**src/rtl/axil_arb_pkg.sv**
```systemverilog
// Shared types and the round-robin search used by the AXI-Lite read arbiter.
package axil_arb_pkg;

  typedef enum logic {ARB_IDLE, ARB_LOCKED} arb_state_e;

  // Widest request vector rr_pick handles (NUM_MASTERS tops out at 16).
  localparam int RR_MAX = 16;

  // First set bit of req at or after ptr, wrapping at n. Returns ptr when
  // nothing is requested so the grant stays parked on the pointer.
  function automatic logic [3:0] rr_pick(input logic [RR_MAX-1:0] req,
                                         input logic [3:0] ptr,
                                         input int n);
    logic       found;
    logic [3:0] idx;
    rr_pick = ptr;
    found   = 1'b0;
    for (int k = 0; k < RR_MAX; k++) begin
      idx = 4'((int'(ptr) + k) % n);
      if (k < n && !found && req[idx]) begin
        rr_pick = idx;
        found   = 1'b1;
      end
    end
  endfunction

endpackage

```
**src/rtl/arb_rr_locked.sv**
```systemverilog
// Round-robin picker with a grant lock: once AR is presented without
// arready the grant freezes until the handshake, keeping araddr stable.
module arb_rr_locked
  import axil_arb_pkg::*;
#(
  parameter int N   = 4,
  parameter int MIW = 2
) (
  input  logic           clk_i,
  input  logic           rst_i,
  input  logic [N-1:0]   req_i,
  input  logic           arvalid_i,
  input  logic           arready_i,
  output logic [MIW-1:0] grant_o,
  output logic           locked_o
);

  arb_state_e     state_q, state_d;
  logic [MIW-1:0] ptr_q, ptr_d;
  logic [MIW-1:0] lgrant_q, lgrant_d;
  logic [MIW-1:0] pick;

  assign pick     = MIW'(rr_pick(RR_MAX'(req_i), 4'(ptr_q), N));
  assign locked_o = (state_q == ARB_LOCKED);
  assign grant_o  = locked_o ? lgrant_q : pick;

  // Handshake releases the lock and advances the pointer past the winner;
  // an unaccepted arvalid captures the current grant into the lock.
  always_comb begin
    state_d  = state_q;
    ptr_d    = ptr_q;
    lgrant_d = lgrant_q;
    if (arvalid_i && arready_i) begin
      state_d = ARB_IDLE;
      ptr_d   = (grant_o == MIW'(N - 1)) ? '0 : grant_o + 1'b1;
    end else if (arvalid_i) begin
      state_d  = ARB_LOCKED;
      lgrant_d = grant_o;
    end
  end

  // Lock, locked grant and RR pointer registers.
  always_ff @(posedge clk_i or posedge rst_i) begin
    if (rst_i) begin
      state_q  <= ARB_IDLE;
      ptr_q    <= '0;
      lgrant_q <= '0;
    end else begin
      state_q  <= state_d;
      ptr_q    <= ptr_d;
      lgrant_q <= lgrant_d;
    end
  end

endmodule

```
**src/rtl/axil4_rd_arbiter.sv**
```systemverilog
// N-to-1 AXI4-Lite read arbiter. AR is arbitrated round-robin with a lock;
// an in-order FIFO of grant indices steers each R beat back to its issuer.
module axil4_rd_arbiter
  import axil_arb_pkg::*;
#(
  parameter int NUM_MASTERS     = 4,
  parameter int AXIL_ADDR_WIDTH = 32,
  parameter int AXIL_DATA_WIDTH = 32,
  parameter int MAX_OUTSTANDING = 4
) (
  input  logic                                   aclk,
  input  logic                                   areset,
  input  logic [NUM_MASTERS*AXIL_ADDR_WIDTH-1:0] s_axil_araddr,
  input  logic [NUM_MASTERS*3-1:0]               s_axil_arprot,
  input  logic [NUM_MASTERS-1:0]                 s_axil_arvalid,
  output logic [NUM_MASTERS-1:0]                 s_axil_arready,
  output logic [NUM_MASTERS*AXIL_DATA_WIDTH-1:0] s_axil_rdata,
  output logic [NUM_MASTERS*2-1:0]               s_axil_rresp,
  output logic [NUM_MASTERS-1:0]                 s_axil_rvalid,
  input  logic [NUM_MASTERS-1:0]                 s_axil_rready,
  output logic [AXIL_ADDR_WIDTH-1:0]             m_axil_araddr,
  output logic [2:0]                             m_axil_arprot,
  output logic                                   m_axil_arvalid,
  input  logic                                   m_axil_arready,
  input  logic [AXIL_DATA_WIDTH-1:0]             m_axil_rdata,
  input  logic [1:0]                             m_axil_rresp,
  input  logic                                   m_axil_rvalid,
  output logic                                   m_axil_rready,
  input  logic [NUM_MASTERS-1:0]                 cfg_master_enable,
  output logic [$clog2(NUM_MASTERS)-1:0]         grant_id,
  output logic [$clog2(MAX_OUTSTANDING):0]       outstanding_count,
  output logic                                   busy,
  output logic                                   err_unexpected_r
);

  localparam int AW  = AXIL_ADDR_WIDTH;
  localparam int MIW = (NUM_MASTERS > 1) ? $clog2(NUM_MASTERS) : 1;
  localparam int PW  = (MAX_OUTSTANDING > 1) ? $clog2(MAX_OUTSTANDING) : 1;
  localparam int CW  = $clog2(MAX_OUTSTANDING) + 1;

  logic [NUM_MASTERS-1:0] req;
  logic [MIW-1:0]         grant, head;
  logic                   locked, arv_sel, head_rready;
  logic                   full, empty, push, pop;

  logic [MIW-1:0] fifo_q [MAX_OUTSTANDING];
  logic [PW-1:0]  wptr_q, wptr_d, rptr_q, rptr_d;
  logic [CW-1:0]  cnt_q, cnt_d;
  logic           err_q, err_d;

  assign req   = s_axil_arvalid & cfg_master_enable;
  assign full  = (cnt_q == CW'(MAX_OUTSTANDING));
  assign empty = (cnt_q == '0);
  assign head  = fifo_q[rptr_q];

  arb_rr_locked #(.N(NUM_MASTERS), .MIW(MIW)) u_arb (
    .clk_i     (aclk),
    .rst_i     (areset),
    .req_i     (req),
    .arvalid_i (m_axil_arvalid),
    .arready_i (m_axil_arready),
    .grant_o   (grant),
    .locked_o  (locked)
  );

  // AR mux from the granted master and one-hot steering of arready/rvalid.
  // A locked grant follows raw arvalid so disabling it cannot retract AR.
  always_comb begin
    arv_sel        = 1'b0;
    head_rready    = 1'b0;
    m_axil_araddr  = '0;
    m_axil_arprot  = '0;
    s_axil_arready = '0;
    s_axil_rvalid  = '0;
    for (int i = 0; i < NUM_MASTERS; i++) begin
      if (grant == MIW'(i)) begin
        arv_sel           = locked ? s_axil_arvalid[i] : req[i];
        m_axil_araddr     = s_axil_araddr[i*AW +: AW];
        m_axil_arprot     = s_axil_arprot[i*3 +: 3];
        s_axil_arready[i] = !areset && m_axil_arready && !full;
      end
      if (head == MIW'(i)) begin
        head_rready      = s_axil_rready[i];
        s_axil_rvalid[i] = !areset && m_axil_rvalid && !empty;
      end
    end
  end

  assign m_axil_arvalid = !areset && arv_sel && !full;
  assign m_axil_rready  = !areset && head_rready && !empty;
  assign push           = m_axil_arvalid && m_axil_arready;
  assign pop            = m_axil_rvalid && m_axil_rready;

  assign s_axil_rdata = {NUM_MASTERS{m_axil_rdata}};
  assign s_axil_rresp = {NUM_MASTERS{m_axil_rresp}};

  assign grant_id          = areset ? '0 : grant;
  assign outstanding_count = cnt_q;
  assign err_unexpected_r  = err_q;
  assign busy              = (|s_axil_arvalid) || locked || !empty;

  // Grant-FIFO pointer/occupancy next state and the sticky stray-R flag.
  always_comb begin
    wptr_d = wptr_q;
    rptr_d = rptr_q;
    cnt_d  = cnt_q;
    err_d  = err_q || (m_axil_rvalid && empty);
    if (push) wptr_d = (wptr_q == PW'(MAX_OUTSTANDING - 1)) ? '0 : wptr_q + 1'b1;
    if (pop)  rptr_d = (rptr_q == PW'(MAX_OUTSTANDING - 1)) ? '0 : rptr_q + 1'b1;
    case ({push, pop})
      2'b10:   cnt_d = cnt_q + 1'b1;
      2'b01:   cnt_d = cnt_q - 1'b1;
      default: cnt_d = cnt_q;
    endcase
  end

  // FIFO control registers; reset drops all in-flight routing.
  always_ff @(posedge aclk or posedge areset) begin
    if (areset) begin
      wptr_q <= '0;
      rptr_q <= '0;
      cnt_q  <= '0;
      err_q  <= 1'b0;
    end else begin
      wptr_q <= wptr_d;
      rptr_q <= rptr_d;
      cnt_q  <= cnt_d;
      err_q  <= err_d;
    end
  end

  // FIFO storage: records which master issued each accepted AR.
  always_ff @(posedge aclk) begin
    if (push) fifo_q[wptr_q] <= grant;
  end

endmodule
```
**config.mk**
```make
export PLATFORM = sky130hd
export DESIGN_NAME = axil4_rd_arbiter
export DESIGN_NICKNAME = d
export VERILOG_FILES = /design/src/rtl/axil_arb_pkg.sv /design/src/rtl/arb_rr_locked.sv /design/src/rtl/axil4_rd_arbiter.sv
export SDC_FILE = /design/constraint.sdc
export NUM_CORES = 1
export LEC_CHECK = 0
export ABC_AREA = 1
export CAP_MARGIN = 25
export CORE_AREA = 2 2 147 149
export CTS_CLUSTER_DIAMETER = 100
export DETAILED_ROUTE_END_ITERATION = 10
export DIE_AREA = 0 0 149 151
export GPL_ROUTABILITY_DRIVEN = 0
export PLACE_DENSITY = 0.61
export SYNTH_ARGS = -nofsm -noshare
export SYNTH_HDL_FRONTEND = slang
export SYNTH_SLANG_ARGS = --single-unit
```
**constraint.sdc**
```tcl
create_clock -name aclk -period 5 [get_ports aclk]
set_clock_uncertainty 0.15 [all_clocks]
set_input_delay 1 -clock aclk [delete_from_list [all_inputs] [get_ports aclk]]
set_output_delay 1 -clock aclk [all_outputs]
set_load 0.005 [all_outputs]
```
==> results list, run 1 <==
* Effective utilization at floorplan: approximately 17%
* Slew at the pin closest to its max-slew limit: just over 500 ps
* Share of the synthesized area in the top cell type: between 20 and 30%
- Counting cells, the worst reg-to-reg path comes to 29.
* Via density: roughly 4.1
- Iter 0 DRT Violations: between 150 and 200
- Along the worst hold path, the cell count comes to 1.
- Total leakage power: 2.34 nW
- Across the run, the number of max-cap violations was 0.
- Count of flip-flops with a built-in enable after synthesis: 8
- Clock latency on the worst-skew pair: between 200 and 300 ps
- In this run the most critical hold path is launched from err_unexpected_r$_DFF_PP0_.
* H-tree depth: 1
- Max-Slew Margin vs Limit: 65.9%
* Global-route wire length before repair: around 21 mm
- Of the cells placed in the final design, the portion with a size suffix greater than 1 is 15.2%.
* Via count of the first global-routing pass: ~3700
- Number of nets with antenna violations after detailed routing: 0
- Counting every sink on the clock net gives 21.
* Average routed wire per standard cell: roughly 15 µm
* Final count of pins violating max slew: 0
- Per-instance average area after synthesis: between 6 and 7 µm²
- Buffers inserted to repair hold after CTS numbered 0.
- The final critical path takes up between 90% and 100% of the cycle.
* CP required: about 3900 ps
* Number of warnings reported in the yosys synthesis log: 0
* Post-layout min period: roughly 4800 ps
* DR DRC count: 0
- Root Buffer Master: sky130_fd_sc_hd__clkbuf_16
- The endpoint identified for the worst register-to-register timing path is outstanding_count[2]$_DFFE_PP0P_.
- The number of nets in the synthesized netlist is just over 700.
- For this run, the total global-route usage over all layers was measured as about an eighth.
- Buffers placed on the I/O ports in this run total between 200 and 250.
- Netlist Area Pre-Place: about 3500 µm²
- Worst-case hold path end point: err_unexpected_r$_DFF_PP0_
- The routed design has around 14 mm of wire.
- Yosys instantiated no cell more often than sky130_fd_sc_hd__buf_4.
- Critical-path maximum fanout: 8
- Setup violations remaining at the end of the flow were counted as 0.
- In the final timing run, aggregate negative setup slack is 0 ps.
* Dominant synthesized flop cell: sky130_fd_sc_hd__dfrtp_1
* Half-perimeter wire length after detailed placement: between 10 and 15 mm
* Die area: roughly 22000 µm²
- In this run the vertical extent of the chip is ~150 µm.
- After synthesis, the cell types taking the most area are sky130_fd_sc_hd__buf_4 (29%), sky130_fd_sc_hd__nand2_1 (11%), sky130_fd_sc_hd__dfrtp_1 (9.3%).
* Data arrival time of the worst path: between 3000 and 4000 ps
- Fill cell total of the finished layout: between 2000 and 2500
- TritonCTS clock tree: yes
- The run finished with clean final reports.
- The critical path in this run is classified as in -> out.
- Counting the buffers created by CTS gives 3.
* Row Count: 53
* Maximum number of pins on one net before global-route repair: 35
* Clock transition time at the flip-flop clock pins of the worst setup and hold paths: approximately 60 ps
* Share of async-settable or async-resettable flops after synthesis: a little over 60%
- After the last flow step, the layout net total stands at about 830.
- Library cell with the largest summed area after synthesis: sky130_fd_sc_hd__buf_4
- Registers take 566 µm².
* Kind of path behind the tightest hold check: reg -> reg
* CP startpoint kind: input pin
- The initial antenna violation count came to 0.
- The commonest cells after synthesis are sky130_fd_sc_hd__buf_4 (137), sky130_fd_sc_hd__nand2_1 (102), sky130_fd_sc_hd__nor2_1 (55), sky130_fd_sc_hd__a221oi_1 (35), sky130_fd_sc_hd__o31ai_1 (35).
- #FFs+latches synth: 21
* Slack of the worst reg-to-reg path: a little under 800 ps
- STA classifies the critical path endpoint as an output port.
- The first detailed-routing pass ran for 4 iterations.
- Final core utilization: 26.0%
* Area of combinational cells with multiple inputs: 1730 µm²
- Top Ports: 378
* Diode count: 0
- Hold Vio Cnt, Final: 0
- Ratio of total power to cell area: around 720 nW/µm²
* Width of the chip: 149 µm
- Sequential area share after synthesis: between 10% and 20%
* Maximum clock frequency: between 200 and 250 MHz
* Total core area: around 21000 µm²
- Vias: around 3700
- Gr ovfl total: 0
- The longest clock path from root to sink contains 2 buffers.
- Synthesis handed over a netlist of 520 instances.
- The synthesized netlist contains 32 unique library cells.
* Maximum ir drop on the vdd rail: 0.000384 V
- Area growth, synth to finish: 54.5%
- In this run the critical register-to-register path is launched from u_arb.ptr_q[0]$_DFFE_PP0P_.
==> state kept, by name, summed over array words and instances (netlist names) <==
name	cells
u_arb.lgrant_q	2
outstanding_count	3
rptr_q	2
err_unexpected_r	1
wptr_q	2
u_arb.ptr_q	2
u_arb.locked_o	1
fifo_q	8
==> area by class of cell <==
type	count	area share [%]
Clock inverter	1	0.0925
Sequential cell	21	10.5
Timing Repair Buffer	260	47.2
Multi-Input combinational cell	304	32.0
Tap cell	275	6.36
Clock buffer	3	1.39
Inverter	35	2.43
==> critical path, stage by stage <==
cell                              delay (ps)
sky130_fd_sc_hd__clkbuf_2                120
sky130_fd_sc_hd__nand2_1                  90
sky130_fd_sc_hd__nand2_1                  90
sky130_fd_sc_hd__nand3_2                  90
sky130_fd_sc_hd__nand2_2                  70
sky130_fd_sc_hd__a21oi_2                 150
sky130_fd_sc_hd__nand4_1                 100
sky130_fd_sc_hd__nand2_1                  90
sky130_fd_sc_hd__nand2_1                  70
sky130_fd_sc_hd__nand2_2                 110
sky130_fd_sc_hd__buf_4                   110
sky130_fd_sc_hd__ha_2                    160
sky130_fd_sc_hd__inv_1                    70
sky130_fd_sc_hd__nor2_4                  170
sky130_fd_sc_hd__bufbuf_16               310
sky130_fd_sc_hd__buf_4                   110
sky130_fd_sc_hd__a221oi_2                 50
sky130_fd_sc_hd__o31ai_1                 200
sky130_fd_sc_hd__clkdlybuf4s50_1         530
==> cells in the final DEF, fill, tap and decap left out, types with 8 or more instances in the layout <==
cell,count
sky130_fd_sc_hd__nor2_1,55
sky130_fd_sc_hd__dlygate4sd2_1,17
sky130_fd_sc_hd__a221oi_1,33
sky130_fd_sc_hd__edfxtp_1,8
sky130_fd_sc_hd__nand2_1,100
sky130_fd_sc_hd__nand3_1,21
sky130_fd_sc_hd__dlymetal6s2s_1,10
sky130_fd_sc_hd__clkbuf_2,8
sky130_fd_sc_hd__dfrtp_1,13
sky130_fd_sc_hd__buf_4,46
sky130_fd_sc_hd__inv_1,31
sky130_fd_sc_hd__o31ai_1,35
sky130_fd_sc_hd__clkdlybuf4s50_1,172
==> stage by stage <==
step	power, mW	hold slack [ps]	cells	cell area [µm²]	worst slack [ps]
detailed placement	3.59	298	889	5200	-247
finish	3.90	310	899	5410	168
global placement	3.58	297	889	5200	-179
CTS	3.94	313	897	5370	-42.8
floorplan	1.84	292	520	3500	808
global route	4.22	345	899	5410	-26.7
==> report_power, final <==
part           switching (mW)  internal, mW  total (mW)
combinational            1.56          1.84        3.40
sequential             0.0731         0.253       0.326
clock                  0.0616         0.107       0.169
==> logic make-up (layout without fill, tap and decap cells) <==
| family | Yosys count | count (layout) | synth area share (%) |
|---|---|---|---|
| xor+xnor | 2 | 2 | 0.501 |
| simple gates | 202 | 202 | 24.0 |
| fa+ha+maj | 11 | 11 | 4.15 |
| buf+inv | 195 | 299 | 35.8 |
| compound gates | 89 | 89 | 19.4 |
| flops | 21 | 21 | 16.2 |
==> layer usage <==
| layer | vias up | track usage (%) | share of wire [%] |
|---|---|---|---|
| li1 | 1827 | - | - |
| met1 | 1667 | 13.6 | 39 |
| met2 | 160 | 20.1 | 48 |
| met3 | 67 | 2.29 | 8.1 |
| met4 | 0 | 6.14 | 5.0 |
| met5 | - | 0 | 0 |
==> worst max-delay path by stage <==
stage | end | startpoint | slack [ps]
CTS | m_axil_araddr[30] | s_axil_arvalid[2] | -40
global placement | m_axil_araddr[13] | s_axil_arvalid[2] | -180
global route | m_axil_arprot[0] | u_arb.ptr_q[0]$_DFFE_PP0P_ | -30
finish | m_axil_araddr[30] | s_axil_arvalid[3] | 170
floorplan | m_axil_araddr[11] | cfg_master_enable[0] | 810
detailed placement | m_axil_araddr[26] | s_axil_arvalid[2] | -250
==> repair_timing <==
item	CTS	global route
endpoints found under the hold margin	0	0
endpoints found under the setup margin	37	23
buffers inserted	1	2
gates cloned	3	0
pin swaps	6	11
resized for setup	28	36
Power figures use the tool's default switching activity.
==> run 2, diff against run 1 <==
- TNS_END_PERCENT: not set -> 30
==> results list, run 2 (same netlist as run 1, synthesis figures left out) <==
- Non-Filler Instances: around 900
* CP max stage delay: around 450 ps
- Final setup violating endpoints: 0
- Startpoint of the most critical setup path: s_axil_arvalid[2]
* Max-Slew Margin vs Limit: 65.9%
* H-tree depth: 1
- Final count of pins violating max slew: 0
* Final wirelength: ~14 mm
- Width of the chip: approximately 150 µm
* Total leakage power: ~2.4 nW
- In the final design database the tool counted about 830 nets.
- The number of failing hold endpoints at the final stage came to 0.
- Total core area: ~21000 µm²
- In this design, the critical path's most frequently occurring cell is sky130_fd_sc_hd__nand2_1.
* Antenna violations before repair: 1
- Global-route wire length before repair: 20.7 mm
- Effective utilization at floorplan: between 15 and 20%
* Final core utilization: between 20% and 30%
- Die area: about 22000 µm²
* TritonCTS clock tree: yes
- For this block, the initial DRC count from the detailed router was around 130.
- STA classifies the critical path endpoint as an output port.
- The clock passes through at most 2 buffers.
* Worst setup margin: 23.1 ps
- Once placement finished, the instance area stood at around 5200 µm².
* Average routed wire per standard cell: 15.2 µm
* Start point of the worst min-delay path: err_unexpected_r$_DFF_PP0_
* Flip-flop count of the largest register, all copies and words added: 8
* Total track usage: between 10% and 20%
- Die H: 151 µm
* Setup slack at placement: -247 ps
- Power consumption: approximately 3.9 mW
- IR analysis of the VDD net gives a maximum drop of between 0.0004 and 0.0005 V.
- Outcome: finished clean
- Once detail routing completed, the nets flagged for antenna violations numbered 0.
- Buffers placed on the I/O ports in this run total 207.
* Vias: between 3000 and 4000
- The tightest hold path in the finished design has a slack of about 310 ps.
* Post-layout min period: ~5000 ps
- List of cells traversed by the critical path: dlygate4sd2_1 -> nand2_1 -> nand2_1 -> nand3_1 -> nand2_2 -> a21oi_2 -> nand3_1 -> nand2_1 -> nand2_1 -> nand2_1 -> nand2_2 -> buf_4 -> ha_1 -> inv_2 -> nor2_4 -> bufbuf_16 -> a221oi_1 -> o31ai_1 -> clkdlybuf4s50_1
- Cell total after placement: between 800 and 900
* Maxcap violations: 0
- Cell area after layout: between 5000 and 6000 µm²
* Maximum number of pins on one net before global-route repair: 35
* Most used cells in the layout excluding fill and tap cells: sky130_fd_sc_hd__clkdlybuf4s50_1 (170), sky130_fd_sc_hd__nand2_1 (102), sky130_fd_sc_hd__nor2_1 (55)
- Area growth, synth to finish: 55.5%
* Ratio of final minimum period to clock period: approximately 100%
- The post-route netlist has between 10% and 20% of its cells at a drive strength greater than 1.
- DR DRC count: 0
* CP required: 3850 ps
* Slack of the worst reg-to-reg path: around 800 ps
- Data arrival time of the worst path: roughly 3800 ps
* Largest Register: fifo_q
- Critical path type: in -> out
- Clock latency on the worst-skew pair: ~250 ps
- For this design the ratio of total power to cell area is a little over 700 nW/µm².
- The clock drives 21 sinks.
* Gr ovfl total: 0
- The min-delay analysis places its worst path in the category reg -> reg.
- Final-layout setup total negative slack: 0 ps
* Launch point of the worst reg-to-reg path: u_arb.ptr_q[0]$_DFFE_PP0P_
* Maximum clock frequency: between 200 and 250 MHz
- Using the TritonRoute via totals, the vias-per-cell ratio works out to ~4.2.
- Clock-pin slew was measured on the worst setup and hold paths at approximately 60 ps.
- Top Ports: around 380
* Half-perimeter wire length after detailed placement: about 11 mm
- Root Buffer Master: sky130_fd_sc_hd__clkbuf_16
* Slew at the pin closest to its max-slew limit: between 500 and 600 ps
- The pre-antenna-repair detailed-routing pass consisted of 4 iterations.
- The floorplan has 53 rows.
- STA classifies the critical path startpoint as an input pin.
* Worst path slowest cell: sky130_fd_sc_hd__clkdlybuf4s50_1
- Clock tree synthesis inserted a total of 3 buffers.
* Via count of the first global-routing pass: 3742
* Critical-path maximum fanout: 8
- The library cell used most frequently in the layout, excluding fill and tap cells, is sky130_fd_sc_hd__clkdlybuf4s50_1.
- Unrepaired setup endpoints after global routing: true
[run 2: layout make-up]
| class | count | area, µm² |
|---|---|---|
| well taps | 275 | 344 |
| multi-input cells | 304 | 1740 |
| fillers | 2294 | 15400 |
| clock buffers | 3 | 75.1 |
| inverters | 35 | 131 |
| repair buffers | 259 | 2580 |
| diodes | 1 | 2.50 |
| flip-flops and latches | 21 | 566 |
| clock inverters | 1 | 5.00 |
[run 2: worst max-delay path: cells and delay by family]
family | cells | cell delay, ps
buf+inv | 5 | 1220
simple gates | 10 | 770
compound gates | 3 | 600
fa+ha+maj | 1 | 210
[run 2: where the power goes]
group          switching, mW  internal [mW]
registers             0.0710          0.253
clock network         0.0613          0.107
logic                   1.57           1.83
total                   1.71           2.19
[run 2: final timing paths]
check,end,depth (start not counted)
worst max-delay path,m_axil_araddr[3],19
worst min-delay path,err_unexpected_r$_DFF_PP0_,1
worst max register to register,outstanding_count[2]$_DFFE_PP0P_,29
min in group asynchronous,outstanding_count[1]$_DFFE_PP0P_,2
worst min register to register,err_unexpected_r$_DFF_PP0_,1
max in group asynchronous,u_arb.ptr_q[1]$_DFFE_PP0P_,2
[run 2: metal layers]
metal  vias up  routed length, µm  track usage [%]
met2       167               6480             20.1
met5         -                  0                0
met1      1671               5360             13.6
li1       1826                  -                -
met3        68               1130             2.29
met4         0                677             6.14
[run 2: what timing repair did]
| item | in CTS | in global routing |
|---|---|---|
| setup buffers | 0 | 2 |
| resized for setup | 30 | 23 |
| pin swaps | 5 | 5 |
| setup endpoints to repair | 37 | 19 |
| hold buffers | 0 | 0 |
| gates cloned | 3 | 0 |
| hold endpoints to repair | 0 | 0 |
==> RTL change 1, RTL diff (settings of run 2) <==
Reset style: synchronous (`areset` and `rst_i`), changed in 2 clocked blocks.
--- a/src/rtl/arb_rr_locked.sv
+++ b/src/rtl/arb_rr_locked.sv
@@ -41,5 +41,5 @@
 
   // Lock, locked grant and RR pointer registers.
-  always_ff @(posedge clk_i or posedge rst_i) begin
+  always_ff @(posedge clk_i) begin
     if (rst_i) begin
       state_q  <= ARB_IDLE;
--- a/src/rtl/axil4_rd_arbiter.sv
+++ b/src/rtl/axil4_rd_arbiter.sv
@@ -116,5 +116,5 @@
 
   // FIFO control registers; reset drops all in-flight routing.
-  always_ff @(posedge aclk or posedge areset) begin
+  always_ff @(posedge aclk) begin
     if (areset) begin
       wptr_q <= '0;
Function: differs if areset is asserted again (counterexample within 4 cycles, from zero or initial values and one cycle with areset high); with areset held inactive, the same outputs for 4 cycles.
==> RTL change 1 against run 2 <==
Power is 18% higher. Highest routed layer is now met5. Wire length is 5.9% higher. Setup slack better by 64 ps. Synthesized cell count up 1.7%. Area after synthesis rose by 1.3%. Register-to-register slack better by 90 ps. Cell area rose by 0.67%. Via count grew 2.3%. Sequential cell count is 2 higher. Critical path depth is 1 lower. Global-route usage up 0.68 points. Clock power grew 7%.
==> RTL change 1: results (changes against run 2) <==
main flop type after synthesis=dfxtp_1; Tot GR Track Use=12.3% (+0.68 points); CP endpoint=m_axil_araddr[21]; Reg-to-Reg Start=u_arb.ptr_q[1]; Nets=829 (+0.48%); drt initial violations=126 (-3.8%); largest net degree at the start of global routing=21 (-40%); synth unique cells=35 (+9.4%); outcome=finished, final reports clean; R2R setup slack=890 ps (+90 ps); syn nets=730 (+1.2%); Max VDD drop=0.467 mV (+14%); top post-synthesis cells by area=buf_4 29%, nand2_1 11%, a221oi_1 8.6%, dfxtp_1 8.5%, o31ai_1 7.4%; fin cells=902 (+0.33%); Mapped Cells=529 (+1.7%); worst hold stages=2 (+1); FILL cells=2320 (+1.1%); RR Endpoint=outstanding_count[2]; reg2reg path depth=33 (+14%); # diodes=0 (-1); CTS Root Cell=clkbuf_16; ys async rst share=0% (-62 points); Post-synth top cells=139 x buf_4, 101 x nand2_1, 57 x nor2_1; Pleak=2.41 nW (+2.4%); first-pass GRT wire length=21200 um (+2.7%); post-synthesis sequential area ratio=15.2% (-0.92 points); placed inst area=5260 um^2 (+1.2%); vias in the first global route=3969 (+6.1%); Worst slew margin=61.8% (-4.1 points); Crit Path Max Fanout=11 (+3); Critical Path Max Stage Delay=540 ps (+90 ps); HPWL after DPL=12100 um (+9.6%)
## RTL change 1: cell count changes in the layout (fill, tap and decap cells not counted), sizes merged, moves of 2 or more
cell | before | now
dfrtp | 13 | 0
nor3 | 4 | 2
dlygate4sd2 | 24 | 13
nor2 | 59 | 62
inv | 35 | 28
clkdlybuf4s15 | 3 | 0
dlymetal6s2s | 10 | 26
dfxtp | 0 | 15
o21ai | 9 | 14
clkdlybuf4s50 | 170 | 167
nand3 | 25 | 29
a21oi | 5 | 10
## RTL change 1: metrics by stage
stage	util [%]	hold slack, ps	setup WS (ps)	setup TNS (ps)	power, mW
after global placement	25.3	296	-348	-9100	4.46
after global routing	26.3	335	-231	-1170	4.99
after CTS	25.9	308	13.0	0	4.78
after floorplan	-	297	808	0	2.07
final	26.3	302	87.0	0	4.60
after detailed placement	25.3	297	-317	-8550	4.43
## RTL change 1: area by class of cell
| type | count | area (um^2) | area share, % |
|---|---|---|---|
| clock buffers | 3 | 75.1 | 1.37 |
| multi-input cells | 315 | 1790 | 32.7 |
| inverters | 28 | 105 | 1.92 |
| well taps | 275 | 344 | 6.28 |
| clock inverters | 1 | 7.51 | 0.137 |
| flip-flops and latches | 23 | 541 | 9.87 |
| repair buffers | 257 | 2620 | 47.7 |
## RTL change 1: report_power, final
group | leakage [nW] | internal [mW] | switching [mW]
combinational | 2.18 | 2.23 | 1.91
sequential | 0.195 | 0.252 | 0.0308
clock | 0.0371 | 0.109 | 0.0711
total | 2.41 | 2.59 | 2.01
## RTL change 1: cells by family (layout without fill, tap and decap cells)
family,Yosys count,in the layout,share of synthesized area [%]
adders and majority gates,11,11,4.09
AOI/OAI and AO/OA,97,97,20.3
buffers and inverters,191,289,35.2
DFF,23,23,15.2
and+or+nand+nor,207,207,25.2
## RTL change 1: worst min-delay path by stage
stage,slack (ps),start,endpoint
after global placement,300,err_unexpected_r,err_unexpected_r
final,300,err_unexpected_r,err_unexpected_r
after detailed placement,300,err_unexpected_r,err_unexpected_r
after global routing,340,err_unexpected_r,err_unexpected_r
after floorplan,300,err_unexpected_r,err_unexpected_r
after CTS,310,err_unexpected_r,err_unexpected_r
## RTL change 1: metal layers
layer | track usage (%) | share of wire (%)
met5 | 0 | 0.19
met4 | 7.81 | 6.3
met3 | 3.49 | 8.5
met2 | 22.9 | 50
met1 | 11.9 | 35
## RTL change 1: timing repair
| item | in CTS | in global routing |
|---|---|---|
| setup endpoints to repair | 38 | 36 |
| cloned | 1 | 0 |
| gates resized for setup | 21 | 33 |
| setup buffers | 2 | 0 |
| pin swaps | 3 | 2 |
==> RTL change 2, RTL diff (settings of run 2) <==
Made on the original files. Set the parameter `AXIL_ADDR_WIDTH` to 40 (it was 32).
--- a/src/rtl/axil4_rd_arbiter.sv
+++ b/src/rtl/axil4_rd_arbiter.sv
@@ -5,5 +5,5 @@
 #(
   parameter int NUM_MASTERS     = 4,
-  parameter int AXIL_ADDR_WIDTH = 32,
+  parameter int AXIL_ADDR_WIDTH = 40,
   parameter int AXIL_DATA_WIDTH = 32,
   parameter int MAX_OUTSTANDING = 4
Ports: changed (resized m_axil_araddr and s_axil_araddr); port bits go from 378 to 418. The function was not compared with the original's and may differ.
==> RTL change 2 against run 2 <==
Maximum frequency up 1.7%. Die area unchanged. Wire length up 19%. Cell area up 15%. Sequential cell count unchanged. Power up 16%. Critical path depth up 1. Area after synthesis up 6.9%. Synthesized cell count up 6.7%. Setup slack better by 84 ps.
==> RTL change 2: results (changes against run 2) <==
outcome=finished, final reports clean; Post-synth top cells=136 x buf_4, 102 x nand2_1, 64 x nor2_1; CTS Root Cell=clkbuf_16; top post-synthesis cells by area=buf_4 27%, nand2_1 10%, a221oi_1 10%, dfrtp_1 8.7%, o31ai_1 8.6%; FILL cells=2252 (-1.8%); synth unique cells=36 (+13%); share of layout cells above drive strength 1=16.2% (+2.4 points); Slew @ Worst Pin=607 ps (+96.4 ps); post-synthesis sequential area ratio=15.1% (-1.0 points); mux contribution to synthesized area=0% (unchanged); vias=4174 (+12%); main flop type after synthesis=dfrtp_1; syn nets=788 (+9.3%); max reg flops=8 (unchanged); first-pass GRT wire length=22700 um (+9.8%); Nets=942 (+14%); worst min path class=flop to flop; EDFF count, synth=8 (unchanged); Clock Latency Late Sink=250 ps (about the same); largest net degree at the start of global routing=31 (-11%); Post-Synth Adder-Cell Area=3.88% (-0.27 points); vias in the first global route=4140 (+11%); clk buf depth=2 (unchanged); number of synthesis warnings=0 (unchanged); DRT Wirelength=16200 um (+19%); Top reg by flops=fifo_q; placed inst area=5980 um^2 (+15%); CTS H-tree lvls=1 (unchanged); Pleak=2.65 nW (+13%); antenna violations before repair=0 (-1); ys async rst share=61.9% (unchanged); Compound-Gate Fraction of Synth Area=21.7% (+2.2 points); drt initial violations=175 (+34%); HPWL after DPL=13100 um (+19%); XOR/XNOR share of the synthesized area=0.468% (-0.032 points); # diodes=0 (-1); Critical Path AT=3740 ps (-90 ps); Max VDD drop=0.287 mV (-30%); PortBufs=247 (+19%); Worst-path clk slew=~50 ps; CTS Buf Count=3 (unchanged); Tot GR Track Use=13.0% (+1.4 points); Initial DRT Pass Iterations=4 (unchanged); Crit Path Max Fanout=14 (+6)
RTL change 2: where the power goes:
group          total [mW]  switching, mW  leakage (nW)  internal, mW
Combinational        4.02           1.90          2.38          2.12
Clock               0.166         0.0579        0.0382         0.108
Sequential          0.325         0.0720         0.229         0.253
Total                4.51           2.03          2.65          2.48
RTL change 2: stage by stage:
| step | util (%) | cells | setup slack (ps) | hold slack (ps) |
|---|---|---|---|---|
| global placement | 28.7 | 972 | -189 | 294 |
| CTS | 29.1 | 976 | -112 | 317 |
| detailed placement | 28.7 | 972 | -222 | 306 |
| finish | 29.9 | 983 | 107 | 311 |
| global route | 29.9 | 983 | -60.3 | 347 |
| floorplan | - | 555 | 863 | 297 |
RTL change 2: final cells by class:
type,instances,share of cell area [%]
clock buffers,4,1.27
inverters,34,2.09
multi-input cells,335,32.2
flip-flops and latches,21,9.08
well taps,275,5.52
repair buffers,314,49.9
RTL change 2: routing by layer:
layer | global-route usage, % | share of wire (%) | routed length, um
met5 | 0 | 0 | 0
met4 | 6.10 | 4.5 | 724
met3 | 3.77 | 9.9 | 1600
met2 | 22.4 | 47 | 7690
met1 | 14.8 | 38 | 6190
RTL change 2: logic make-up (layout without fill, tap and decap cells):
group,after synthesis,count (layout)
compound gates,105,105
xor+xnor,2,2
fa+ha+maj,11,11
buf+inv,199,352
flops,21,21
simple gates,217,217
RTL change 2: worst paths after layout:
check                                       start                   end  slack, ps  cells past startpoint
worst max-delay path            s_axil_arvalid[2]     m_axil_araddr[38]        110                     20
worst min register to register   err_unexpected_r      err_unexpected_r        310                      1
worst max register to register     u_arb.ptr_q[0]  outstanding_count[2]       1000                     31
min in group asynchronous                  areset             wptr_q[0]       1160                      2
worst min-delay path             err_unexpected_r      err_unexpected_r        310                      1
max in group asynchronous                  areset        u_arb.ptr_q[1]       3200                      2
RTL change 2: timing repair:
| action | 4_1_cts | 5_1_grt |
|---|---|---|
| setup buffers | 0 | 5 |
| cloned | 0 | 2 |
| gates resized for setup | 46 | 28 |
| setup endpoints to repair | 44 | 44 |
| pin swaps | 0 | 5 |
RTL change 2: critical path, stage by stage:
cell,delay (ps)
dlygate4sd2_1,270
nand2_1,110
nand2_2,60
nand2_1,80
nand2_1,60
nand2_2,80
nand2_2,60
nor2_2,100
nand2_1,80
nand2_1,90
nand2_2,50
nand2_2,80
inv_2,40
buf_4,140
ha_4,170
nor2_4,150
buf_8,180
a221oi_1,90
o31ai_1,280
clkdlybuf4s50_1,560
